## config.mk

```make
export PLATFORM = sky130hd
export DESIGN_NAME = bpu_update_queue
export DESIGN_NICKNAME = d
export VERILOG_FILES = /design/src/rtl/bpu_update_queue.sv
export SDC_FILE = /design/constraint.sdc
export NUM_CORES = 1
export LEC_CHECK = 0
export CAP_MARGIN = 20
export CORE_MARGIN = 2
export CORE_UTILIZATION = 55
export CTS_CLUSTER_SIZE = 12
export DETAILED_ROUTE_END_ITERATION = 7
export MAX_ROUTING_LAYER = met4
export PLACE_DENSITY = 0.76
export SYNTH_ARGS = -nofsm -noshare
export SYNTH_HDL_FRONTEND = slang
export SYNTH_SLANG_ARGS = --single-unit
```

## constraint.sdc

```tcl
create_clock -name clk -period 11 [get_ports clk]
set_clock_uncertainty 0.1 [all_clocks]
set_input_delay 1.1 -clock clk [delete_from_list [all_inputs] [get_ports clk]]
set_output_delay 1.1 -clock clk [all_outputs]
set_load 0.05 [all_outputs]
```

## src/rtl/bpu_update_queue.sv

```systemverilog
// Update buffer between branch feedback and the predictor table write port; coalesces same-pc updates.
// Latency 1 cycle from enqueue to wr_valid on an empty queue; drops and counts when full with no dequeue.
package bpu_pkg;
    typedef struct packed {
        logic [29:0] pc;
        logic [31:0] br_target;
        logic        br_taken;
        logic [1:0]  br_type;
        logic        btb_update;
        logic        bht_update;
        logic        lpht_update;
        logic [1:0]  lphr;
        logic [9:0]  lphr_index;
        logic        flush;
    } bpu_update_t;
endpackage

module bpu_update_queue
    import bpu_pkg::*;
#(
    parameter int DEPTH = 4,
    parameter int CNT_W = 16
) (
    input  logic              clk,
    input  logic              rst_n,
    input  logic              enq_valid_i,
    input  logic              csr_flush_i,
    input  bpu_update_t       update_i,
    output logic              wr_valid_o,
    input  logic              wr_ready_i,
    output bpu_update_t       wr_o,
    output logic              full_o,
    output logic [CNT_W-1:0]  drop_cnt_o
);
    localparam int AW = $clog2(DEPTH);

    bpu_update_t     mem [DEPTH];
    bpu_update_t     new_ent;
    logic [AW-1:0]   head, tail, youngest, shown;
    logic [AW:0]     occ;
    logic [CNT_W-1:0] drop_cnt;
    logic            cand, deq, merge, alloc, drop;

    assign youngest   = tail - AW'(1);
    assign wr_valid_o = (occ != '0);
    assign full_o     = (occ == (AW+1)'(DEPTH));
    assign drop_cnt_o = drop_cnt;

    // When empty, the slot just popped still holds the last presented entry.
    assign shown = wr_valid_o ? head : head - AW'(1);
    assign wr_o  = mem[shown];

    assign deq   = wr_valid_o & wr_ready_i;
    assign cand  = enq_valid_i & ~csr_flush_i &
                   (update_i.btb_update | update_i.bht_update | update_i.lpht_update);
    assign merge = cand & wr_valid_o & (mem[youngest].pc == update_i.pc) &
                   ~(deq & (occ == (AW+1)'(1)));
    assign alloc = cand & ~merge & (~full_o | deq);
    assign drop  = cand & ~merge & full_o & ~deq;

    always_comb begin
        new_ent       = update_i;
        new_ent.flush = 1'b0;
    end

    always_ff @(posedge clk) begin
        if (merge) begin
            mem[youngest].br_target   <= update_i.br_target;
            mem[youngest].br_taken    <= update_i.br_taken;
            mem[youngest].br_type     <= update_i.br_type;
            mem[youngest].lphr        <= update_i.lphr;
            mem[youngest].lphr_index  <= update_i.lphr_index;
            mem[youngest].btb_update  <= mem[youngest].btb_update  | update_i.btb_update;
            mem[youngest].bht_update  <= mem[youngest].bht_update  | update_i.bht_update;
            mem[youngest].lpht_update <= mem[youngest].lpht_update | update_i.lpht_update;
        end else if (alloc) begin
            mem[tail] <= new_ent;
        end
    end

    always_ff @(posedge clk) begin
        if (!rst_n) begin
            head     <= '0;
            tail     <= '0;
            occ      <= '0;
            drop_cnt <= '0;
        end else begin
            if (alloc) tail <= tail + AW'(1);
            if (deq)   head <= head + AW'(1);
            case ({alloc, deq})
                2'b10:   occ <= occ + (AW+1)'(1);
                2'b01:   occ <= occ - (AW+1)'(1);
                default: occ <= occ;
            endcase
            if (drop && (drop_cnt != '1)) drop_cnt <= drop_cnt + CNT_W'(1);
        end
    end
endmodule
```

-- Yosys cells after proc, flatten, opt, wreduce, memory -nomap -nowiden
Memories as Yosys holds them, arrays and structs flattened.
Cells that the tools add are included.
- memories kept: 1
- output and inout bits: 99
- flip-flop bits (word level): 23
- RAM bits: 320
- word-level logic and storage cells: 54
- input bits: 86
- memories (memory ; words ; width ; rd ports ; clocked after Yosys merged registers in ; wr ports ; line ; RTL):
    mem ; 4 ; 80 ; 2 ; 0 ; 1 ; 37 ; bpu_update_t mem [DEPTH];
- eq/ne operators: 6
- bitwise logic cells: 22
- add/sub/neg operators: 7
- reduce and logical (&&, ||, !) cells: 4
- multiplexer cells: 10
- operators by type and width (kind ; count):
    $mux 80 ; 1
    $reduce_or 80->1 ; 1
    $eq 30x30->1 ; 1
    $add 16x1->16 const B ; 1
    $ne 16x16->1 const B ; 1
    $and 1x1->1 ; 11
    $mux 2 ; 3
    $or 1x1->1 ; 6
    $pmux 3 s2 ; 1
    $mux 1 ; 5
    $not 1->1 ; 5
    $add 2x1->2 const B ; 2
    $sub 2x1->2 const B ; 2
    $add 3x1->3 const B ; 1
    $eq 3x1->1 const B ; 1
    $eq 3x3->1 const B ; 1
    $reduce_bool 3->1 ; 1
    $sub 3x1->3 const B ; 1
    $eq 2x1->1 const B ; 1
    $eq 2x2->1 const B ; 1
    $reduce_bool 2->1 ; 1
    $logic_and 1x1->1 ; 1

-- Depth between registers and ports, before layout
Gate-level depths: netlist of run 1.
- word-level depth: 14
- gate-level depth with buffers: 13
- depth with buffers taken out: 10

-- Worst setup path before layout of run 1
No wires, ideal clock.
- path kind: input to register
- from: in update_i[14] (netlist bit)
- to: mem mem[0][0] (netlist bit) (enable)
- stages: 7
- setup slack: 5867 ps
- data arrival time: 4622 ps
- path through: o311ai_0 > nor2_1 > nand4_1 > nor4_4 > a211oi_2 > and3_1 > a31o_1
- longest elaborated chain between the ends: 14
- ends and longest elaborated chain (element ; line ; RTL):
    start, declared ; 28 ; input bpu_update_t update_i,
    $or 1x1->1 * (2 in series) ; 55 ; (update_i.btb_update | update_i.bht_update | update_i.lpht_update);
    $and 1x1->1 * ; 54 ; assign cand = enq_valid_i & ~csr_flush_i &
    $and 1x1->1 (3 in series) ; 56 ; assign merge = cand & wr_valid_o & (mem[youngest].pc == update_i.pc) &
    $not 1->1 ; 58 ; assign alloc = cand & ~merge & (~full_o | deq);
    $and 1x1->1 (2 in series) ; 58 ;
    $mux 1 ; 76 ; end else if (alloc) begin
    $mux 1 ; 67 ; if (merge) begin
    $mux 1 (implied by the code) ; 77 ; mem[tail] <= new_ent;
    $reduce_or 80->1 (no line) ; -- ;
    $mux 2 (no line) ; -- ;
    end, declared ; 37 ;
Mark *: on every way between the ends. The rest lies on a longest branch, timed or not.

==> results of run 1 <==
## cell usage after synthesis (2+ instances only)
master,instances,share of area (%)
or4_2,3,0.18
and2_1,32,1.4
dfxtp_1,23,3.2
mux4_2,97,15
o31ai_1,9,0.46
a22o_1,2,0.12
o311ai_0,2,0.12
nand3_1,9,0.31
nand4_1,5,0.22
a31o_2,3,0.18
a222oi_1,2,0.14
nor4_1,4,0.17
a21oi_1,16,0.55
and3_1,10,0.43
o21ai_0,7,0.24
nor2_1,13,0.34
or4_1,7,0.36
xor2_1,8,0.48
buf_4,3,0.15
nand2_1,25,0.65
mux2_2,4,0.31
buf_2,2,0.069
nand2b_1,7,0.30
o2bb2ai_1,2,0.12
xnor2_1,25,1.5
buf_6,3,0.23
o22ai_1,3,0.13
inv_1,13,0.34
nor2b_1,2,0.086
o21bai_1,3,0.15
nor3_1,9,0.31
ha_1,5,0.43
edfxtp_1,320,66
nor4_4,2,0.29
mux4_1,3,0.54
or3_1,6,0.26
mux2i_1,28,1.9
clkbuf_1,25,0.65
buf_12,4,0.55
## cell type report
type | count | area [um2] | share of cell area [%]
Inverter | 13 | 48.8 | 0.274
Multi-Input combinational cell | 369 | 4200 | 23.6
Sequential cell | 343 | 10100 | 56.6
Clock buffer | 51 | 1010 | 5.68
Clock inverter | 7 | 92.6 | 0.521
Timing Repair Buffer | 197 | 1930 | 10.9
Tap cell | 335 | 419 | 2.36
## state kept, by name, summed over array words and instances (netlist names)
register	cells
drop_cnt_o	16
head	2
mem	320
occ	3
tail	2
## stage by stage
step	hold WS, ns	cell area (um2)	std cells
floorplan	0.383	14500	763
global placement	0.374	16700	1257
detailed placement	0.392	16700	1257
CTS	0.400	17800	1315
global route	0.433	17800	1315
finish	0.393	17800	1315
## routing by layer
metal / track usage, % / vias up / wire [um]
li1: - / 3509 / -
met2: 35.7 / 243 / 14700
met3: 6.15 / 43 / 2310
met4: 4.76 / 0 / 461
met5: - / - / 0
met1: 28.0 / 4045 / 11900
## cell families after synthesis
logic type                 after synthesis  synth area share, %
AOI/OAI and AO/OA                       61                 2.96
xor gates and xnor gates                33                 1.99
adders and majority gates                5                0.431
buffers and inverters                   51                 2.01
DFF                                    343                 69.3
muxes                                  132                 17.8
other                                    1               0.0258
and+or+nand+nor                        137                 5.47
## critical path: stages, from the launching register on
cell and delay [ns]:
dfxtp_1 0.40, inv_1 0.10, ha_1 0.23, nand2b_1 0.25, xor2_4 0.17, buf_4 0.72
mux4_2 0.65, clkdlybuf4s50_1 0.73
## layout by cell type, fill, tap and decap left out, types with 9 or more instances in the layout
cell             netlist  layout
nand2_1               25      25
clkbuf_16              0      38
nand3_1                9       9
and3_1                10      10
nor2_1                13      13
inv_1                 13      13
edfxtp_1             320     320
xnor2_1               25      24
nor3_1                 9       9
clkbuf_1              25      12
and2_1                32      32
a21oi_1               16      16
mux2i_1               28      28
clkdlybuf4s50_1        0     182
dfxtp_1               23      22
buf_4                  3      15
mux4_2                97      97
o31ai_1                9       9
## path summary, 6_finish.rpt
path                                      end  slack [ns]           from
worst max-delay path                 wr_o[77]        6.01         occ[0]
worst min-delay path            drop_cnt_o[1]        0.39  drop_cnt_o[1]
worst max register to register     mem[3][25]        6.14        tail[0]
worst min register to register  drop_cnt_o[1]        0.39  drop_cnt_o[1]
==> metrics.md, run 1 <==
| Metric | Value |
|---|---|
| Largest net degree at the start of global routing | 51 |
| H-tree Lvls | 2 |
| Detailed Routing Iterations Pass 1 | 5 |
| Max cap viols | 0 |
| Hpwl dp | 17900 um |
| Initial antenna violation count | 0 |
| WL/cell | 22.3 um |
| Critical Path AT | 3.79 ns |
| Vias per std cell | ~6.0 |
| Clock tree sinks | 343 |
| Worst setup SP type | flop |
| Worst R2R Path Depth | 9 |
| Primary FF master, synth | edfxtp_1 |
| Core box area | 26000 um2 |
| Final Net Count | about 1100 |
| CTS buffer count | 36 |
| Hold Path Class | flop to flop |
| Setup CP Type | flop to primary output |
| Final Cycle Share | 45.3% |
| Final RePlAce weighted congestion | 0.803 |
| Crit. End Element | primary output |
| Worst slew margin | 29.6% |
| Worst-margin pin slew | slightly above 1 ns |
| Vias in the first global route | slightly above 8000 |
| GRT Residual Overflow | 0 |
| Mapped Cells | between 700 and 800 |
| FF+latch count, synth | around 340 |
| FP Rows | 59 |
| Post-CTS Hold Buffers | 0 |
| Routed wire length | 29300 um |
| Final core utilization | 68.4% |
| CTS tree | yes |
| Synthesized area | between 10000 and 15000 um2 |
| Netlist cell types | 56 |
| Total Neg Setup Slack | 0 ns |
| Layout Area Growth over Synthesis | 22.3% |
| ANT nets after route | 0 |
| Endpoints failing setup | 0 |
| Die Y | 167 um |
| Worst slack, placed | 6.11 ns |
| Number of remaining DRC errors | 0 |
| FILL cells | 1720 |
| Clk buf depth | 3 |
| Upper clock frequency limit | 201 MHz |
| First-pass GRT wire length | 46100 um |
| Fin crit period | about 5 ns |
| Worst-path fanout max | 43 |
| Full die area | 27700 um2 |
| Seq/Total Area, Yosys | 69.3% |
| Syn_area_per_cell | 19.0 um2 |
| Worst hold path depth | 2 |
| Number of flops mapped to enable cells by yosys | 320 |
| Initial drt markers | 495 |
| Net Count, Synth | between 800 and 900 |
| Fraction of registers with async set/reset | 0% |
| Yosys warns | 0 |
| Initial Util | 55.9% |
| Status | finished clean |
| Chip width | 167 um |
| CP required | 9.80 ns |
| Via count | 7840 |
| PortBufs | 182 |
| RSZ-0062 raised after global routing | no |
| Reg clk slew, reported paths | roughly 0.060 ns |
| Min setup slack post-route | 6.01 ns |
| N_diodes | 0 |
| Share of cells above drive strength 1 | between 10% and 20% |
| Hold Violations, Final | 0 |
| IO Pins | 185 |
| Post-CTS Setup Bufs | 0 |
| Clock network latency to the later pin of the worst-skew pair | 0.50 ns |
| Clock Root Buffer | clkbuf_16 |
| Slew Limit Fails | 0 |
| GRT Total Usage | 21.9% |
| # resized after CTS | 0 |
Power of run 1 is left out: the tool's default activity adds up to more than one toggle a clock period on the data nets, which glitch-free logic cannot reach.
==> run 2: changes to the inputs <==
Settings changed: CORE_UTILIZATION 55 to 50, PLACE_DENSITY 0.76 to 0.73.
Clock period 11 ns to 4.15 ns, I/O delays scaled along.
==> run 2 against run 1 <==
- via count is 0.32% higher
- critical path depth stayed put
- utilization is 5.4 points lower
- non-clock buffer count is 15 higher
- final cell count is 4.9% higher
- global-route usage is 1.0 points lower
- first-iteration DRC count is 6.9% lower
- worst hold slack better by 0.0096 ns
- sequential cell count stayed put
- wire length is 4.0% higher
- die area is 9.8% higher
- critical path type unchanged
- critical endpoint is now wr_o[43]
==> metrics.md, run 2 (synthesized netlist as in run 1, its figures left out) <==
| Metric | Value |
|---|---|
| Status | finished clean |
| Final RePlAce weighted congestion | 0.779 |
| Via count | between 7000 and 8000 |
| Endpoints failing setup | 0 |
| Initial drt markers | approximately 460 |
| ANT nets after route | 0 |
| Max FFs per register | 320 |
| Slowest CP cell | clkdlybuf4s50_1 |
| Worst-margin pin slew | about 0.7 ns |
| PortBufs | between 150 and 200 |
| Upper clock frequency limit | between 200 and 300 MHz |
| Reg clk slew, reported paths | 0.06 ns |
| Placed inst area | 17000 um2 |
| Hold Path Class | flop to flop |
| Total Neg Setup Slack | 0 ns |
| Clk buf depth | 3 |
| CTS buffer count | 37 |
| FP Rows | 62 |
| WHS | 0.403 ns |
| Largest net degree at the start of global routing | between 50 and 60 |
| RSZ-0062 raised after global routing | no |
| GRT Total Usage | between 20% and 30% |
| Hpwl dp | 19400 um |
| Hold Violations, Final | 0 |
| Routed wire length | 30500 um |
| Crit. End Element | primary output |
| Setup CP Type | flop to primary output |
| Final Net Count | 1067 |
| Initial Util | roughly half |
| CP required | 3.63 ns |
| Min setup slack post-route | 0.170 ns |
| Hold Startpoint | drop_cnt_o[7] |
| Worst R2R Path Depth | 9 |
| Initial antenna violation count | 1 |
| Final Cycle Share | 95.9% |
| First-pass GRT wire length | 47000 um |
| FILL cells | approximately 2000 |
| Worst slew margin | 53.2% |
| Chip width | 174 um |
| Crit path buf inv count | 3 |
| IO Pins | 185 |
| GRT Residual Overflow | 0 |
| Core box area | 28600 um2 |
| Fin crit period | 3.98 ns |
| Clock network latency to the later pin of the worst-skew pair | 0.51 ns |
| Clock tree sinks | approximately 340 |
| Worst-path fanout max | 46 |
| Top reg by flops | mem |
| Vias in the first global route | 8315 |
| Worst slack, placed | 0.529 ns |
| CP Depth | 7 |
| Number of remaining DRC errors | 0 |
| Commonest non-fill, non-tap cells in the layout | edfxtp_1, clkdlybuf4s50_1, mux4_2, clkbuf_16, and2_1 |
| Reg2reg start | tail[0] |
| Detailed Routing Iterations Pass 1 | 5 |
| Design area | 18000 um2 |
| CTS tree | yes |
| Die Y | between 150 and 200 um |
| Vias per std cell | 5.70 |
| Slew Limit Fails | 0 |
| Layout Area Growth over Synthesis | 24.1% |
| Worst hold path depth | 2 |
| CP startpoint | occ[0] |
| WL/cell | between 20 and 25 um |
| Worst setup SP type | flop |
| Worst path cell trace | inv_1, ha_1, nand2b_1, xor2_4, buf_12, mux4_2, clkdlybuf4s50_1 |
| Critical Path AT | 3.46 ns |
| CP top delay family | buffers and inverters |
| H-tree Lvls | 2 |
| CP max stage delay | approximately 0.76 ns |
| Post-CTS Hold Buffers | 0 |
| Full die area | 30400 um2 |
| Share of cells above drive strength 1 | between 15 and 20% |
| Leading cell type in the layout, fill and taps excluded | edfxtp_1 |
| Max cap viols | 0 |
| Clock Root Buffer | clkbuf_16 |
-- run 2: repair_timing --
item	CTS	global route
setup buffers	0	2
endpoints found under the setup margin	0	3
resized for setup	0	1
-- run 2: worst reg2reg max path: cells and delay by family, from the launching register on --
family | cells | cell delay, ns
AND/OR/NAND/NOR | 3 | 0.85
AO/OA/AOI/OAI | 2 | 0.65
multiplexers | 1 | 0.58
buffers and inverters | 2 | 0.49
flip-flops | 1 | 0.45
XOR/XNOR | 1 | 0.15
-- run 2: layer usage --
metal / part of all wire, % / global-route usage [%] / wire, um / vias up
li1: - / - / - / 3551
met2: 50 / 34.0 / 15200 / 226
met4: 2.2 / 5.64 / 660 / 0
met3: 7.4 / 6.28 / 2260 / 48
met1: 41 / 25.7 / 12400 / 4040
met5: 0 / - / 0 / -
-- run 2: cell type report --
type,instances,area (um2),area share (%)
diodes,1,2.50,0.0139
clock buffers,43,948,5.26
well taps,384,480,2.66
inverters,13,48.8,0.271
flip-flops and latches,343,10100,55.8
clock inverters,15,78.8,0.437
multi-input cells,369,4200,23.3
repair buffers,212,2200,12.2
-- run 2: stage by stage --
stage	instances	util, %
6_report	1380	63.0
3_3_place_gp	1319	59.3
5_1_grt	1380	63.0
4_1_cts	1377	62.9
2_1_floorplan	763	-
3_5_place_dp	1319	59.3
-- run 2: path summary, 6_finish.rpt --
| path | end | slack [ns] |
|---|---|---|
| setup / recovery | wr_o[43] | 0.17 |
| hold / removal | drop_cnt_o[7] | 0.40 |
| setup reg to reg | mem[3][22] | 0.57 |
| hold reg to reg | drop_cnt_o[7] | 0.40 |
Power of run 2 is left out for the same reason.
==> run 3: changes to the inputs <==
Settings changed: CORE_UTILIZATION 50 to 55, CTS_CLUSTER_SIZE 12 to 40, DONT_BUFFER_PORTS from default to 1, PLACE_DENSITY 0.73 to 0.7.
==> run 3 against run 2 <==
- die area decreased by 8.9%
- utilization up 1.1 points
- sequential share of layout area increased by 4.6 points
- register-to-register slack got worse by 0.07 ns
- worst hold slack worse by 0.34 ns
==> metrics.md, run 3 (synthesized netlist as in run 1, its figures left out) <==
| Metric | Value |
|---|---|
| Share of cells above drive strength 1 | 22.5% |
| Final core utilization | between 60% and 70% |
| Fin crit period | slightly below 4 ns |
| GRT Total Usage | 22.4% |
| IO Pins | roughly 190 |
| Largest net degree at the start of global routing | 65 |
| FP Rows | between 50 and 60 |
| Worst slew margin | around 45% |
| Endpoints failing setup | 0 |
| Clk buf depth | 3 |
| ANT nets after route | 0 |
| Chip width | 167 um |
| Worst-margin pin slew | approximately 0.83 ns |
| CP required | ~3.6 ns |
| # resized after CTS | 0 |
| Initial drt markers | 584 |
| Die Y | about 170 um |
| Upper clock frequency limit | ~260 MHz |
| First-pass GRT wire length | about 46000 um |
| Clock Root Buffer | clkbuf_16 |
| Final Cycle Share | 93.7% |
| Critical Path AT | 3.37 ns |
| Final RePlAce weighted congestion | 0.844 |
| H-tree Lvls | 2 |
| Commonest non-fill, non-tap cells in the layout | edfxtp_1, mux4_2, dlygate4sd3_1, clkbuf_16, and2_1 |
| Slowest CP cell | mux4_2 |
| CTS buffer count | 37 |
| Crit path buf inv count | 2 |
| Full die area | 27700 um2 |
| Status | finished clean |
| Vias per std cell | 6.24 |
| Worst slack, placed | 0.520 ns |
| CP top delay family | multiplexers |
| Max cap viols | 0 |
| Initial Util | 55.9% |
| Hold Violations, Final | 0 |
| RSZ-0062 raised after global routing | no |
| N_diodes | 0 |
| WL/cell | about 25 um |
| Total Neg Setup Slack | 0 ns |
| CP max stage delay | 0.77 ns |
| Vias in the first global route | around 8000 |
| Initial antenna violation count | 0 |
| FILL cells | 1769 |
| Via count | roughly 7400 |
| Layout Area Growth over Synthesis | 14.7% |
| GRT Residual Overflow | 0 |
| Leading cell type in the layout, fill and taps excluded | edfxtp_1 |
| Number of remaining DRC errors | 0 |
| Max FFs per register | 320 |
| Final Net Count | around 920 |
| Hpwl dp | 17800 um |
| Setup CP Type | flop to primary output |
| Hold Path Class | primary input to flop |
| Core box area | 26000 um2 |
| Clock tree sinks | 343 |
| Clock network latency to the later pin of the worst-skew pair | just over 0.5 ns |
| Worst-path fanout max | 64 |
| Detailed Routing Iterations Pass 1 | 5 |
| Min setup slack post-route | 0.263 ns |
| CTS tree | yes |
| Routed wire length | 29900 um |
| Crit. End Element | primary output |
| Top reg by flops | mem |
| Worst path cell trace | inv_1, ha_1, nand2b_1, xor2_4, buf_12, mux4_2 |
| Reg clk slew, reported paths | 0.06 ns |
| PortBufs | 0 |
| Worst setup SP type | flop |
| Slew Limit Fails | 0 |
run 3: cell count changes in the layout (fill, tap and decap cells not counted), sizes merged, moves of 3 or more:
cell,previous run,this run
dlygate4sd3,0,48
bufinv,0,3
buf,30,21
clkdlybuf4s50,181,0
run 3: per-stage QoR:
step,hold WS (ns),instance area (um2),instances
finish,0.0657,16700,1193
global route,0.0621,16700,1193
global placement,0.394,15000,1081
detailed placement,0.414,15000,1081
CTS,0.0402,16700,1193
floorplan,0.383,14500,763
run 3: per-layer routing:
metal / vias to the layer above / GRT usage, % / routed length (um)
li1: 3265 / - / -
met1: 3867 / 27.5 / 11200
met2: 271 / 37.7 / 15800
met3: 40 / 6.27 / 2480
met4: 0 / 4.84 / 446
met5: - / - / 0
run 3: worst paths after layout:
| kind | startpoint | end | slack, ns | cells past startpoint |
|---|---|---|---|---|
| worst min register to register | occ[1] | occ[1] | 0.44 | 2 |
| worst min-delay path | rst_n | occ[0] | 0.07 | 2 |
| worst max register to register | tail[0] | mem[3][49] | 0.50 | 10 |
| worst max-delay path | occ[0] | wr_o[74] | 0.26 | 6 |
run 3: repair_timing:
item | 4_1_cts | 5_1_grt
hold buffers | 48 | 0
buffers inserted | 0 | 0
hold endpoints to repair | 194 | 0
run 3: layout make-up:
cell class	count	area, um2	share of cell area (%)
clock buffers	44	1000	6.03
flip-flops and latches	343	10100	60.4
well taps	335	419	2.51
repair buffers	69	726	4.35
clock inverters	20	195	1.17
inverters	13	48.8	0.293
multi-input cells	369	4200	25.2
Power of run 3 is left out for the same reason.
